--- src/rtl/fetch_pkg.sv ---
// Shared types and constants for the instruction-fetch front end.
package fetch_pkg;

   localparam int          INSN_BYTES     = 32'sd4;
   localparam logic [31:0] FETCH_RESET_PC = 32'h0040_0000;

   typedef struct packed {
      logic [31:0] pc;
      logic [31:0] pcn;
      logic [31:0] ins;
   } fetch_entry_t;

   function automatic logic addr_misaligned(input logic [1:0] low_bits);
      return (low_bits != 2'b00);
   endfunction

endpackage

--- src/rtl/fetch_fifo.sv ---
// Synchronous DEPTH-entry queue of fetch entries; flush beats push and pop.
module fetch_fifo
   import fetch_pkg::*;
#(
   parameter type entry_t = fetch_entry_t,
   parameter int  DEPTH   = 4
) (
   input  logic                         clock,
   input  logic                         reset,
   input  logic                         push,
   input  entry_t                       push_data,
   input  logic                         pop,
   input  logic                         flush,
   output entry_t                       head,
   output logic                         empty,
   output logic [$clog2(DEPTH+1)-1:0]   count
);

   localparam int              PW     = $clog2(DEPTH);
   localparam int              CW     = $clog2(DEPTH+1);
   localparam logic [CW-1:0]   FULL_C = CW'(DEPTH);
   localparam logic [CW-1:0]   ZERO_C = CW'(0);

   entry_t          mem_r [DEPTH];
   logic [PW-1:0]   wr_ptr_r;
   logic [PW-1:0]   rd_ptr_r;
   logic [CW-1:0]   count_r;
   logic            do_push_s;
   logic            do_pop_s;

   // Qualify push/pop against occupancy and drive the head view.
   always_comb begin
      do_push_s = push & (count_r != FULL_C);
      do_pop_s  = pop & (count_r != ZERO_C);
      head      = mem_r[rd_ptr_r];
      empty     = (count_r == ZERO_C);
      count     = count_r;
   end

   // Pointer and occupancy bookkeeping; pointers wrap naturally at DEPTH.
   always_ff @(posedge clock or negedge reset) begin
      if (!reset) begin
         wr_ptr_r <= PW'(0);
         rd_ptr_r <= PW'(0);
         count_r  <= ZERO_C;
      end else if (flush) begin
         wr_ptr_r <= PW'(0);
         rd_ptr_r <= PW'(0);
         count_r  <= ZERO_C;
      end else begin
         if (do_push_s) wr_ptr_r <= wr_ptr_r + PW'(1);
         if (do_pop_s)  rd_ptr_r <= rd_ptr_r + PW'(1);
         case ({do_push_s, do_pop_s})
            2'b10:   count_r <= count_r + CW'(1);
            2'b01:   count_r <= count_r - CW'(1);
            default: count_r <= count_r;
         endcase
      end
   end

   // Entry storage; contents are don't-care until written.
   always_ff @(posedge clock) begin
      if (do_push_s && !flush) mem_r[wr_ptr_r] <= push_data;
   end

endmodule

--- src/rtl/fetch_queue.sv ---
// Fetch front end: PC, ROM request issue, prefetch queue and prioritised redirect.
// FETCH_ALIGN_CHECK_EN enables the misaligned-target flag and halt.
module fetch_queue
   import fetch_pkg::*;
#(
   parameter int                    ADDR_WIDTH = 32,
   parameter logic [ADDR_WIDTH-1:0] RESET_PC   = ADDR_WIDTH'(FETCH_RESET_PC),
   parameter int                    DEPTH      = 4
) (
   input  logic                         clock,
   input  logic                         reset,
   output logic [ADDR_WIDTH-1:0]        imem_addr_out,
   output logic                         imem_req_out,
   input  logic [31:0]                  imem_data_in,
   input  logic                         redirect_reg_in,
   input  logic [ADDR_WIDTH-1:0]        redirect_reg_target_in,
   input  logic                         redirect_br_in,
   input  logic [ADDR_WIDTH-1:0]        redirect_br_target_in,
   output logic                         out_valid_out,
   input  logic                         out_ready_in,
   output logic [ADDR_WIDTH-1:0]        out_pc_out,
   output logic [ADDR_WIDTH-1:0]        out_pcn_out,
   output logic [31:0]                  out_ins_out,
   output logic [$clog2(DEPTH+1)-1:0]   count_out,
   output logic                         misaligned_out
);

   localparam int            CW      = $clog2(DEPTH+1);
   localparam logic [CW:0]   DEPTH_W = (CW+1)'(DEPTH);

   typedef struct packed {
      logic [ADDR_WIDTH-1:0] pc;
      logic [ADDR_WIDTH-1:0] pcn;
      logic [31:0]           ins;
   } entry_t;

   logic [ADDR_WIDTH-1:0]   fetch_pc_r;
   logic [ADDR_WIDTH-1:0]   req_pc_r;
   logic                    inflight_r;
   logic                    redirect_s;
   logic [ADDR_WIDTH-1:0]   target_raw_s;
   logic [ADDR_WIDTH-1:0]   target_s;
   logic                    halted_s;
   logic                    issue_s;
   logic                    push_s;
   logic                    pop_s;
   entry_t                  push_data_s;
   entry_t                  head_s;
   logic                    empty_s;
   logic [CW-1:0]           count_s;

`ifdef FETCH_ALIGN_CHECK_EN
   logic                    halted_r;

   // Sticky misalignment halt: any redirect re-evaluates it, nothing else does.
   always_ff @(posedge clock or negedge reset) begin
      if (!reset) begin
         halted_r <= 1'b0;
      end else if (redirect_s) begin
         halted_r <= addr_misaligned(target_s[1:0]);
      end else begin
         halted_r <= halted_r;
      end
   end
`endif

   // Redirect mux, issue decision and the response kill path.
   always_comb begin
      redirect_s = redirect_reg_in | redirect_br_in;
      if (redirect_reg_in) begin
         target_raw_s = redirect_reg_target_in;
      end else begin
         target_raw_s = redirect_br_target_in;
      end
`ifdef FETCH_ALIGN_CHECK_EN
      target_s       = target_raw_s;
      halted_s       = halted_r;
      misaligned_out = halted_r;
`else
      target_s       = {target_raw_s[ADDR_WIDTH-1:2], target_raw_s[1:0] & 2'b00};
      halted_s       = 1'b0;
      misaligned_out = 1'b0;
`endif
      issue_s = reset & ~redirect_s & ~halted_s &
                (({1'b0, count_s} + {{CW{1'b0}}, inflight_r}) < DEPTH_W);
      push_s          = inflight_r & ~redirect_s;
      push_data_s.pc  = req_pc_r;
      push_data_s.pcn = req_pc_r + ADDR_WIDTH'(INSN_BYTES);
      push_data_s.ins = imem_data_in;
      out_valid_out   = ~empty_s & ~redirect_s;
      pop_s           = out_valid_out & out_ready_in;
      imem_addr_out   = fetch_pc_r;
      imem_req_out    = issue_s;
      out_pc_out      = head_s.pc;
      out_pcn_out     = head_s.pcn;
      out_ins_out     = head_s.ins;
      count_out       = count_s;
   end

   // PC and in-flight tracking; a redirect reloads the PC and drops the outstanding fetch.
   always_ff @(posedge clock or negedge reset) begin
      if (!reset) begin
         fetch_pc_r <= RESET_PC;
         req_pc_r   <= RESET_PC;
         inflight_r <= 1'b0;
      end else if (redirect_s) begin
         fetch_pc_r <= target_s;
         inflight_r <= 1'b0;
      end else begin
         inflight_r <= issue_s;
         if (issue_s) begin
            req_pc_r   <= fetch_pc_r;
            fetch_pc_r <= fetch_pc_r + ADDR_WIDTH'(INSN_BYTES);
         end
      end
   end

   fetch_fifo #(
      .entry_t (entry_t),
      .DEPTH   (DEPTH)
   ) u_fifo (
      .clock     (clock),
      .reset     (reset),
      .push      (push_s),
      .push_data (push_data_s),
      .pop       (pop_s),
      .flush     (redirect_s),
      .head      (head_s),
      .empty     (empty_s),
      .count     (count_s)
   );

endmodule

--- config.mk ---
export PLATFORM = sky130hd
export DESIGN_NAME = fetch_queue
export DESIGN_NICKNAME = d
export VERILOG_FILES = /design/src/rtl/fetch_pkg.sv /design/src/rtl/fetch_fifo.sv /design/src/rtl/fetch_queue.sv
export SDC_FILE = /design/constraint.sdc
export NUM_CORES = 1
export LEC_CHECK = 0
export ABC_CLOCK_PERIOD_IN_PS = 9600
export BUFFER_PORTS_ARGS = -buffer_cell sky130_fd_sc_hd__buf_2
export CORE_AREA = 2 2 172 174
export DETAILED_ROUTE_END_ITERATION = 10
export DIE_AREA = 0 0 174 176
export PLACE_DENSITY = 0.86
export SYNTH_ARGS = -nofsm -noshare
export SYNTH_HDL_FRONTEND = slang
export SYNTH_SLANG_ARGS = --single-unit
--- constraint.sdc ---
create_clock -name clock -period 9.6 [get_ports clock]
set_input_delay 1.92 -clock clock [delete_from_list [all_inputs] [get_ports clock]]
set_output_delay 1.92 -clock clock [all_outputs]
set_load 0.02 [all_outputs]
After elaboration in Yosys (flattened, before gate mapping)
Memories as Yosys holds them, arrays and structs flattened.
Cells that the tools add are included.
Widths: inputs -> output; s select.

cells by class
  add/subtract/negate cells = 7
  order comparisons = 1
  reductions and logical operators = 9
  equal/unequal tests = 3
  multipliers = 0
  div/mod/pow operators = 0
  bitwise gates (word level) = 10
  mux-type cells = 12
  shift operators = 0

operator list
  kind                   number
  $mux 32                3
  $add 32x3->32 const B  2
  $mux 2                 4
  $and 1x1->1            7
  $pmux 3 s2             1
  $reduce_bool 2->1      3
  $reduce_bool 3->1      2
  $add 2x1->2 const B    2
  $add 3x1->4            1
  $lt 4x3->1 const B     1
  $add 3x1->3 const B    1
  $logic_not 3->1        1
  $mux 1                 3
  $mux 3                 1
  $ne 3x3->1 const B     1
  $sub 3x1->3 const B    1
  $eq 2x1->1 const B     1
  $eq 2x2->1 const B     1
  $not 1->1              2
  $reduce_and 2->1       1
  $logic_and 1x1->1      1
  $logic_not 1->1        1
  $or 1x1->1             1

word-level totals
  memory bits (writable) = 384
  input bits = 101
  register bits = 72
  ROM bits = 0
  output and inout port bits = 134
  logic and storage cells = 49
  latch bits = 0
  memories kept = 1

memories
  name          words  bits a word  rd ports  clocked after memory_dff  write ports  line              RTL
  u_fifo.mem_r  4      96           1         0                         1            fetch_fifo.sv:24  entry_t mem_r [DEPTH];

Logic depth before layout (Yosys ltp)
Gate-level depths: netlist of the first run.

  depth in word-level cells = 8
  mapped depth = 8
  depth with buffers taken out = 7

Cells and area by module
A second synthesis of the first run with hierarchy kept.

unflattened totals
  cell total of the unflattened synthesis = 953
  area, all modules = 18161.2 um2

by module, submodules not included
  module       times used  area an instance (um2)  cells an instance  seq. area each (um2)
  fetch_fifo   1           14398.8                 568                11706.2
  fetch_queue  1           3762.4                  385                1529.0

Least setup slack after synthesis of the first run
Ideal clock, no wire load.

  kind = input to register
  from = in redirect_reg_in
  to = mem u_fifo.mem_r[0][0] (netlist name), enable pin
  path buffers = 2
  data required time = 9.138 ns
  library setup time = 0.462 ns
  slack = 4.282 ns
  arrival = 4.856 ns
  cell stages on the path = 4
  cell sequence = buf_2 > nor2_1 > clkbuf_1 > and3_1

on the way
  cells in the longest elaborated chain, start to end = 7
  elaborated cells on any way between the ends = 8
  those cells by class = mux (2); bitwise (4); reduce/logical (2)

RTL lines
  element                         line               RTL
  from (decl)                     fetch_queue.sv:15  input logic redirect_reg_in,
  $or 1x1->1 *                    fetch_queue.sv:69  redirect_s = redirect_reg_in | redirect_br_in;
  $not 1->1 (no source line)      --
  $and 1x1->1                     fetch_queue.sv:86  push_s = inflight_r & ~redirect_s;
  $and 1x1->1                     fetch_fifo.sv:33   do_push_s = push & (count_r != FULL_C);
  $logic_and 1x1->1 *             fetch_fifo.sv:63   if (do_push_s && !flush) mem_r[wr_ptr_r] <= push_data;
  $mux 1 *                        fetch_fifo.sv:63
  $mux 1 (implied by the code) *  fetch_fifo.sv:63
  to (decl)                       fetch_fifo.sv:24

Mark *: on every way between the ends. The rest lies on a longest branch, timed or not.

Final worst setup path of the first run
  from = in reset
  to = out imem_req_out

on the way
  cells in the longest elaborated chain, start to end = 2

RTL lines
  element                    line               RTL
  from (decl)                fetch_queue.sv:11  input logic reset,
  $and 1x1->1 (2 in series)  fetch_queue.sv:84  issue_s = reset & ~redirect_s & ~halted_s &
  to (decl)                  fetch_queue.sv:13  output logic imem_req_out,

Every way passes these cells.

==> flow_metrics.env, run 1 <==
export IMPL_antenna_found_initial=0
export IMPL_max_freq_mhz=165
export IMPL_syn_inst=992
export IMPL_viasPerCell=6.00
export IMPL_cts_hold_buf=0
export IMPL_htreeDepth=2
export IMPL_yosys_warnings=0
export IMPL_met2WireLength_mm=18.0
export IMPL_hold_class="reg2reg"
export IMPL_core_region_area_um2=28500
export IMPL_clock_latency_ns=0.53
export IMPL_hold_path_depth=2
export IMPL_detail_route_wl_per_cell_um=22.4
export IMPL_cp_max_fo=70
export IMPL_synth_area_leader_cell="edfxtp_1"
export IMPL_cellPowerDensity_nw_per_um2=200
export IMPL_r2r_slack_ns=6.75
export IMPL_path_clk_slew_ns=0.06
export IMPL_placed_cells=1561
export IMPL_final_cells=1638
export IMPL_clock_path_buffers=3
export IMPL_nets=1330
export IMPL_slew_violations=0
export IMPL_post_route_period_util_pct=63.0
export IMPL_post_cts_buffers=0
export IMPL_relSlewSlack_pct=32.9
export IMPL_outcome="finished, final reports clean"
export IMPL_ys_ff_latch=436
export IMPL_port_buffers=223
export IMPL_routed_wl_mm=36.6
export IMPL_initialDrtViolationCount=859
export IMPL_grt_pass1_vias=9889
export IMPL_cts_tree="yes"
export IMPL_cts_root_buf="clkbuf_16"
export IMPL_grt_total_usage_pct=24.2
export IMPL_min_from="imem_addr_out[22]"
export IMPL_yosys_most_used_dff="edfxtp_1"
export IMPL_drtAntennaViolNets=0
export IMPL_switching_share_pct=22.2
export IMPL_chipHeight_um=176
export IMPL_whs_endpoint="req_pc_r[22]"
export IMPL_critPathCaptureType="primary output"
export IMPL_clkPwrFrac_pct=39.3
export IMPL_globalplace_congestion=0.833
export IMPL_row_count=62
export IMPL_synthTopCellsByArea="edfxtp_1 (63%), mux4_2 (12%), dfrtp_1 (9.4%), nand2_1 (2.4%), xnor2_1 (1.5%)"
export IMPL_dp_slack_ns=3.55
export IMPL_combPwrFrac_pct=5.7
export IMPL_syn_to_final_growth_pct=16.2
export IMPL_crit_arrival_ns=4.12
export IMPL_drc=0
export IMPL_maxCapViolations=0
export IMPL_ios=235
export IMPL_critPathKind="in2out"
export IMPL_synth_edf_count=368
export IMPL_sequentialPowerShare_pct=55.0
export IMPL_highest_layer="met4"
export IMPL_r2r_cells=4
export IMPL_vdd_drop_max_mv=0.109
export IMPL_required_ns=7.68
export IMPL_start_util_pct=61.5
export IMPL_final_layout_size_suffix_gt1_share_pct=32.9
export IMPL_overflow=0
export IMPL_die_area_um2=30600
export IMPL_numCtsBuffers=43
export IMPL_timing_rr_start="u_fifo.count[2]"
export IMPL_async_flop_share_pct=15.6
export IMPL_cts_resized=0
export IMPL_power_internal_w=0.00318
export IMPL_setup_ws_ns=3.56
export IMPL_syn_area_um2=17600
export IMPL_grt_pass1_wl_mm=56.5
export IMPL_power_switching_w=0.000908
export IMPL_met1_length_mm=15.2
export IMPL_clock_sinks=436
export IMPL_grt_max_degree=71
export IMPL_fin_crit_ns=6.04
export IMPL_synth_avg_cell_area_um2=17.7
export IMPL_synthDistinctLibCells=60
export IMPL_critPathLaunchType="input port"
export IMPL_vias=9826
export IMPL_diodes=0
export IMPL_rsz0062_at_grt="no"
export IMPL_power_w=0.00409
export IMPL_r2r_end="u_fifo.mem_r[0][69]"
export IMPL_worst_slew_pin_slew_ns=1.01
export IMPL_hold_viol_final=0
export IMPL_p_leak_nw=7.20
export IMPL_tns_ns=0
export IMPL_die_width_um=174
export IMPL_dr_pass1_iters=6
export IMPL_skew_ns=0.0203
export IMPL_yosysSeqAreaShare_pct=72.6
export IMPL_dp_hpwl_mm=22.3
export IMPL_route_met3_wl_mm=2.65
export IMPL_yosysTopAreaCellShare_pct=62.9
export IMPL_setup_viol=0
export IMPL_final_util_pct=71.5
## synth_stat cells, types with 3 or more instances
cell type,number
a211oi_1,12
a21oi_1,25
a221oi_1,6
a311oi_1,3
and3_1,13
buf_1,7
buf_2,15
buf_4,7
clkbuf_1,25
dfrtp_1,66
edfxtp_1,368
ha_1,6
inv_1,17
mux2i_1,4
mux4_2,92
nand2_1,110
nand2b_1,3
nand3_1,18
nand4_1,17
nor2_1,32
nor2b_1,13
nor3_1,8
nor3_2,3
nor4_2,4
o21ai_0,11
o22ai_1,10
o31ai_1,3
or3_1,3
xnor2_1,30
xor2_1,18
## worst max-delay path, stage by stage
cell     delay (ns)
buf_2          0.08
buf_4          0.65
nor4b_1        0.31
nand2_1        0.09
buf_4          0.24
inv_1          0.48
buf_2          0.28
## placed cells by master, fill, tap and decap left out, types with 6 or more instances in the layout
cell	count
dfrtp_1	64
nor2_1	31
a221oi_1	6
a21oi_1	25
o22ai_1	10
ha_1	6
clkbuf_1	9
nor3_1	8
nand4_1	17
xnor2_1	30
conb_1	7
buf_2	223
nand2_1	110
nand3_1	18
inv_1	17
clkinv_2	9
and3_1	9
clkbuf_16	43
nor2b_1	13
edfxtp_1	368
xor2_1	18
buf_4	10
clkinv_1	7
mux4_2	92
a211oi_1	12
o21ai_0	11
## through the flow
stage / instance area (um2) / hold WS, ns
after floorplan: 17600 / 0.476
after global placement: 19000 / 0.508
after detailed placement: 19000 / 0.516
after CTS: 20400 / 0.529
after global routing: 20400 / 0.556
final: 20400 / 0.531
## kinds of logic after synthesis
kind of cell	synth area share, %
multiplexers	12.1
other	0.0214
AO/OA/AOI/OAI	3.48
XOR/XNOR	2.39
buffers and inverters	1.77
flip-flops	72.6
AND/OR/NAND/NOR	7.06
adder cells (fa/ha/maj)	0.542
## routing by layer
metal / track usage [%] / vias to the layer above
met1: 34.4 / 4967
met3: 4.09 / 48
li1: - / 4372
met4: 7.21 / 0
met5: 0 / -
met2: 39.7 / 439
## worst max path at each step
stage	cells past startpoint	endpoint	start
2_1_floorplan	4	u_fifo.mem_r[0][0]	redirect_reg_in
3_3_place_gp	7	imem_req_out	reset
3_5_place_dp	7	imem_req_out	reset
4_1_cts	7	imem_req_out	reset
5_1_grt	7	imem_req_out	reset
6_report	7	imem_req_out	reset
## state kept, by name (all words and copies together), names as in the netlist
name and flops:
inflight_r 1, imem_addr_out 30, req_pc_r 30, u_fifo.mem_r 368
u_fifo.rd_ptr_r 2, u_fifo.count 3, u_fifo.wr_ptr_r 2
## layout make-up
cell class / count / area (um2)
well taps: 384 / 480
flip-flops and latches: 436 / 12800
clock inverters: 24 / 240
repair buffers: 233 / 1190
inverters: 17 / 63.8
fillers: 1803 / 8150
clock buffers: 53 / 1120
multi-input cells: 491 / 4540
## power groups by stage
stage	logic [W]	registers, W	clock network, W
floorplan	0.000133	0.00226	0
global placement	0.000221	0.00228	0
detailed placement	0.000231	0.00228	0
CTS	0.000235	0.00224	0.00164
global route	0.000259	0.00226	0.00171
finish	0.000234	0.00225	0.00161
Power figures use the tool's default switching activity.
==> run 2: changes to the inputs <==
Settings changed: ABC_CLOCK_PERIOD_IN_PS 9600 to 5700, CORE_AREA 2 2 172 174 to 2 2 179 181, DIE_AREA 0 0 174 176 to 0 0 181 183, PLACE_DENSITY 0.86 to 0.8.
Clock period 9.6 ns to 5.7 ns, I/O delays scaled along.
==> run 2 against run 1 <==
Global-route usage fell by 2.2 points. Routed wire length is 1.6% lower. Non-clock buffer count rose by 4. Register-to-register slack lost 3.7 ns. Die area up 8.2%. Critical path type unchanged. Worst setup slack got worse by 2.0 ns. Power grew 69%. Clock power increased by 70%. Clock skew shrank 0.0018 ns. Worst hold slack worse by 0.016 ns. Critical endpoint unchanged. Flip-flop and latch count unchanged. Sequential power up 68%.
==> flow_metrics.env, run 2 (synthesis gave the netlist of run 1 again) <==
export IMPL_final_cell_mix="edfxtp_1 (368), buf_2 (223), nand2_1 (110), mux4_2 (92), dfrtp_1 (64)"
export IMPL_path_clk_slew_ns=0.06
export IMPL_critPathCaptureType="primary output"
export IMPL_clock_sinks=436
export IMPL_cts_hold_buf=0
export IMPL_syn_to_final_growth_pct=16.6
export IMPL_cellPowerDensity_nw_per_um2=338
export IMPL_detail_route_wl_per_cell_um=21.7
export IMPL_post_route_period_util_pct=72.7
export IMPL_globalplace_congestion=0.852
export IMPL_nets=1334
export IMPL_grt_total_usage_pct=22.0
export IMPL_p_leak_nw=7.23
export IMPL_overflow=0
export IMPL_cp_max_fo=44
export IMPL_final_cells=1662
export IMPL_max_freq_mhz=241
export IMPL_worst_slew_pin_slew_ns=1.06
export IMPL_crit_arrival_ns=3.01
export IMPL_hold_class="reg2reg"
export IMPL_clock_latency_ns=0.54
export IMPL_critPathKind="in2out"
export IMPL_numCtsBuffers=43
export IMPL_die_width_um=181
export IMPL_layout_commonest_cell="edfxtp_1"
export IMPL_cts_root_buf="clkbuf_16"
export IMPL_antenna_found_initial=0
export IMPL_outcome="finished, final reports clean"
export IMPL_ios=235
export IMPL_chipHeight_um=183
export IMPL_placed_cells=1583
export IMPL_placed_area_um2=19100
export IMPL_port_buffers=223
export IMPL_fin_hold_ws_ns=0.514
export IMPL_die_area_um2=33100
export IMPL_clock_path_buffers=3
export IMPL_cts_resized=0
export IMPL_critPathLaunchType="input port"
export IMPL_slew_violations=0
export IMPL_maxCapViolations=0
export IMPL_initialDrtViolationCount=789
export IMPL_skew_ns=0.0186
export IMPL_largest_reg_flops=368
export IMPL_grt_max_degree=70
export IMPL_dp_hpwl_mm=22.5
export IMPL_hold_viol_final=0
export IMPL_start_util_pct=56.2
export IMPL_drtAntennaViolNets=0
export IMPL_required_ns=4.56
export IMPL_grt_pass1_vias=9877
export IMPL_relSlewSlack_pct=29.1
export IMPL_drc=0
export IMPL_htreeDepth=2
export IMPL_fin_area_um2=20500
export IMPL_setup_viol=0
export IMPL_core_region_area_um2=31200
export IMPL_grt_pass1_wl_mm=56.2
export IMPL_rsz0062_at_grt="no"
export IMPL_vdd_drop_max_mv=0.188
export IMPL_post_cts_buffers=0
export IMPL_cts_tree="yes"
export IMPL_routed_wl_mm=36.0
export IMPL_viasPerCell=5.89
export IMPL_fin_crit_ns=4.15
export IMPL_tns_ns=0
export IMPL_row_count=65
export IMPL_largest_register="u_fifo.mem_r"
export IMPL_vias=9797
export IMPL_dr_pass1_iters=5
export IMPL_final_layout_size_suffix_gt1_share_pct=32.6
export IMPL_diodes=0
==> run 2: routing by layer <==
metal,GRT usage (%),part of all wire (%)
met5,0,0
met2,35.1,48
met4,5.76,1.9
met1,32.1,43
met3,4.07,7.6
==> run 2: final cells by class <==
| cell class | count | area, um2 |
|---|---|---|
| flip-flops and latches | 436 | 12800 |
| repair buffers | 237 | 1230 |
| inverters | 17 | 63.8 |
| fillers | 2169 | 10800 |
| well taps | 402 | 503 |
| multi-input cells | 491 | 4540 |
| clock buffers | 55 | 1140 |
| clock inverters | 24 | 228 |
==> run 2: final timing paths <==
| kind | from | endpoint | slack [ns] | cells after the start |
|---|---|---|---|---|
| hold reg to reg | imem_addr_out[22] | req_pc_r[22] | 0.51 | 2 |
| max in group asynchronous | reset | u_fifo.rd_ptr_r[0] | 4.21 | 2 |
| setup / recovery | redirect_reg_in | imem_req_out | 1.55 | 7 |
| min in group asynchronous | reset | imem_addr_out[2] | 0.83 | 2 |
| hold / removal | imem_addr_out[22] | req_pc_r[22] | 0.51 | 2 |
| setup reg to reg | u_fifo.count[2] | u_fifo.mem_r[0][29] | 3.10 | 4 |
==> run 2: stage by stage <==
step / total power, W / utilization, % / setup WS [ns]
final: 0.00692 / 65.5 / 1.55
after detailed placement: 0.00425 / 61.2 / 1.62
after floorplan: 0.00404 / - / 1.16
after global routing: 0.00715 / 65.5 / 1.33
after global placement: 0.00422 / 61.2 / 1.63
after CTS: 0.00697 / 65.5 / 1.56
==> run 2: power by group <==
part,internal [W],leakage [nW],switching [W]
clock network,0.00160,0.666,0.00114
registers,0.00362,4.16,0.000168
logic,0.000148,2.40,0.000250
==> run 2: worst max-delay path: stages <==
cell	delay (ns)
buf_2	0.33
nor4b_1	0.43
nand2_1	0.11
buf_4	0.26
inv_1	0.09
buf_4	0.38
buf_2	0.25
==> run 3: changes to the inputs <==
Settings changed: ABC_AREA set to 1, ABC_CLOCK_PERIOD_IN_PS 5700 to 3620, CORE_AREA 2 2 179 181 to 2 2 192 194, DIE_AREA 0 0 181 183 to 0 0 194 196, PLACE_DENSITY 0.8 to 0.77.
Clock period 5.7 ns to 3.62 ns, I/O delays scaled along.
==> run 3 against run 2 <==
Critical endpoint is now out_pc_out[7]. Sequential power is 59% higher. Flip-flop and latch count did not move. Sequential share of layout area down 2.8 points. Routed wire length increased by 26%. Clock-buffer cell count is 4 higher. Largest power group unchanged. Clock skew shrank 0.0074 ns. Clock power rose by 52%. Global-route usage increased by 1.6 points. Critical path type is now reg2out. Synthesized cell count grew 66%. Combinational power grew to 2.5 times the previous value. Cell count increased by 42%. Area after synthesis up 5.2%.
==> flow_metrics.env, run 3 <==
export IMPL_cts_root_buf="clkbuf_16"
export IMPL_worst_slew_pin_slew_ns=1.05
export IMPL_grt_busiest_layer="met2"
export IMPL_setup_viol=0
export IMPL_grt_pass1_wl_mm=70.4
export IMPL_post_route_period_util_pct=90.1
export IMPL_vias=13200
export IMPL_outcome="finished, final reports clean"
export IMPL_post_cts_buffers=0
export IMPL_globalplace_congestion=0.928
export IMPL_relSlewSlack_pct=29.7
export IMPL_start_util_pct=51.2
export IMPL_detail_route_wl_per_cell_um=19.3
export IMPL_p_leak_nw=8.06
export IMPL_critPathLaunchType="flop"
export IMPL_cts_hold_buf=0
export IMPL_whs_endpoint="u_fifo.mem_r[1][18]"
export IMPL_rsz0062_at_grt="no"
export IMPL_fin_crit_ns=3.26
export IMPL_r2r_cells=7
export IMPL_slew_violations=0
export IMPL_die_width_um=194
export IMPL_path_clk_slew_ns=0.06
export IMPL_hold_path_depth=1
export IMPL_critPathCaptureType="primary output"
export IMPL_final_layout_size_suffix_gt1_share_pct=18.4
export IMPL_chipHeight_um=196
export IMPL_max_freq_mhz=307
export IMPL_ios=235
export IMPL_r2r_slack_ns=1.20
export IMPL_crit_arrival_ns=2.54
export IMPL_min_from="imem_data_in[18]"
export IMPL_numCtsBuffers=43
export IMPL_met1_usage_pct=33.0
export IMPL_antenna_found_initial=1
export IMPL_yosys_top_cells_count="edfxtp_1 (368), nor2_1 (303), o21ai_0 (245)"
export IMPL_switching_share_pct=25.1
export IMPL_port_buffers=223
export IMPL_synth_edf_count=368
export IMPL_clock_sinks=436
export IMPL_grt_util_met3_pct=4.06
export IMPL_yosysTopAreaCellShare_pct=59.8
export IMPL_sequentialPowerShare_pct=53.9
export IMPL_drc=0
export IMPL_grt_pass1_vias=12700
export IMPL_critPathKind="reg2out"
export IMPL_async_flop_share_pct=15.6
export IMPL_htreeDepth=2
export IMPL_synthDistinctLibCells=44
export IMPL_drtAntennaViolNets=0
export IMPL_cts_resized=0
export IMPL_dp_slack_ns=0.828
export IMPL_largest_register="u_fifo.mem_r"
export IMPL_required_ns=2.90
export IMPL_synthTopCellsByArea="edfxtp_1 (60%), dfrtp_1 (8.9%), o21ai_0 (6.6%), nor2_1 (6.2%), nand2_1 (4.3%)"
export IMPL_maxCapViolations=0
export IMPL_hold_class="in2reg"
export IMPL_cellPowerDensity_nw_per_um2=522
export IMPL_clkPwrFrac_pct=37.1
export IMPL_core_region_area_um2=36100
export IMPL_syn_area_um2=18500
export IMPL_layout_commonest_cell="edfxtp_1"
export IMPL_final_util_pct=59.4
export IMPL_dp_hpwl_mm=29.1
export IMPL_synth_avg_cell_area_um2=11.2
export IMPL_synth_area_leader_cell="edfxtp_1"
export IMPL_final_cell_mix="edfxtp_1 (368), nor2_1 (299), o21ai_0 (245), buf_2 (223), nand2_1 (214)"
export IMPL_dr_pass1_iters=5
export IMPL_power_switching_w=0.00281
export IMPL_die_area_um2=38000
export IMPL_overflow=0
export IMPL_syn_inst=1646
export IMPL_viasPerCell=5.61
export IMPL_routed_wl_mm=45.5
export IMPL_r2r_end="u_fifo.mem_r[1][22]"
export IMPL_synth_most_common_cell="edfxtp_1"
export IMPL_cts_tree="yes"
export IMPL_power_internal_w=0.00838
export IMPL_vdd_drop_max_mv=0.366
export IMPL_placed_cells=2276
export IMPL_nets=1961
export IMPL_yosys_warnings=0
export IMPL_hold_viol_final=0
export IMPL_ys_ff_latch=436
export IMPL_combPwrFrac_pct=9.0
export IMPL_cp_max_fo=94
export IMPL_skew_ns=0.0112
export IMPL_timing_rr_start="u_fifo.count[0]"
export IMPL_largest_reg_flops=368
export IMPL_syn_to_final_growth_pct=16.1
export IMPL_yosys_most_used_dff="edfxtp_1"
export IMPL_row_count=70
export IMPL_tns_ns=0
export IMPL_final_cells=2355
export IMPL_placed_area_um2=20100
export IMPL_grt_use_met2_pct=38.0
export IMPL_grt_total_usage_pct=23.6
export IMPL_clock_path_buffers=3
export IMPL_yosysSeqAreaShare_pct=69.1
export IMPL_clock_latency_ns=0.55
export IMPL_setup_ws_ns=0.358
export IMPL_initialDrtViolationCount=1192
export IMPL_fin_area_um2=21400
export IMPL_grt_max_degree=185
-- run 3: cell types whose count changed after synthesis, moves of 56 or more --
| cell | delta |
|---|---|
| inv_1 | +56 |
| mux4_2 | -92 |
| nand2_1 | +104 |
| nor2_1 | +271 |
| o21ai_0 | +234 |
| o22ai_1 | +83 |
-- run 3: worst max-delay path, stage by stage, from the launching register on --
cell and delay, ns:
dfrtp_2 0.36, buf_4 0.79, o21ai_0 0.23, o22ai_1 0.34, buf_2 0.23
-- run 3: power groups by stage --
stage                     sequential [W]  combinational (W)  clock [W]
after floorplan                  0.00607           0.000580          0
after global placement           0.00612           0.000967          0
after detailed placement         0.00613           0.000997          0
after CTS                        0.00603            0.00100    0.00420
after global routing             0.00606            0.00112    0.00440
final                            0.00604            0.00100    0.00416
-- run 3: per-stage QoR --
step / hold WS (ns) / total power, W
floorplan: 0.428 / 0.00665
global placement: 0.509 / 0.00709
detailed placement: 0.520 / 0.00713
CTS: 0.369 / 0.0112
global route: 0.377 / 0.0116
finish: 0.390 / 0.0112
-- run 3: worst max path at each step --
stage / slack [ns] / from / endpoint
after CTS: 0.36 / u_fifo.rd_ptr_r[1] / out_pc_out[12]
after global placement: 0.83 / redirect_reg_in / u_fifo.mem_r[1][40]
final: 0.36 / u_fifo.rd_ptr_r[1] / out_pc_out[7]
after global routing: 0.20 / u_fifo.rd_ptr_r[1] / out_pc_out[6]
after detailed placement: 0.83 / redirect_reg_in / u_fifo.mem_r[1][40]
after floorplan: -0.59 / redirect_br_in / u_fifo.mem_r[0][0]
-- run 3: layer usage --
metal | share of wire [%] | up-vias
met5 | 0 | -
met3 | 7.9 | 81
met1 | 42 | 6345
li1 | - | 6227
met2 | 47 | 562
met4 | 3.0 | 0
-- run 3: cell type report --
cell class | instances | area, um2
Fill cell | 2878 | 14600
Sequential cell | 436 | 12800
Multi-Input combinational cell | 1047 | 5070
Timing Repair Buffer | 246 | 1410
Clock buffer | 59 | 1170
Tap cell | 468 | 586
Inverter | 79 | 299
Clock inverter | 18 | 141
Antenna cell | 2 | 5.00
-- run 3: logic make-up (layout without fill, tap and decap cells) --
| logic type | after synthesis | after routing | share of synthesized area, % |
|---|---|---|---|
| AOI/OAI and AO/OA | 386 | 386 | 11.3 |
| xor gates and xnor gates | 30 | 30 | 1.46 |
| adders and majority gates | 7 | 7 | 0.515 |
| buffers and inverters | 169 | 402 | 3.77 |
| DFF | 436 | 436 | 69.1 |
| other | 1 | 9 | 0.0203 |
| and+or+nand+nor | 617 | 617 | 13.9 |
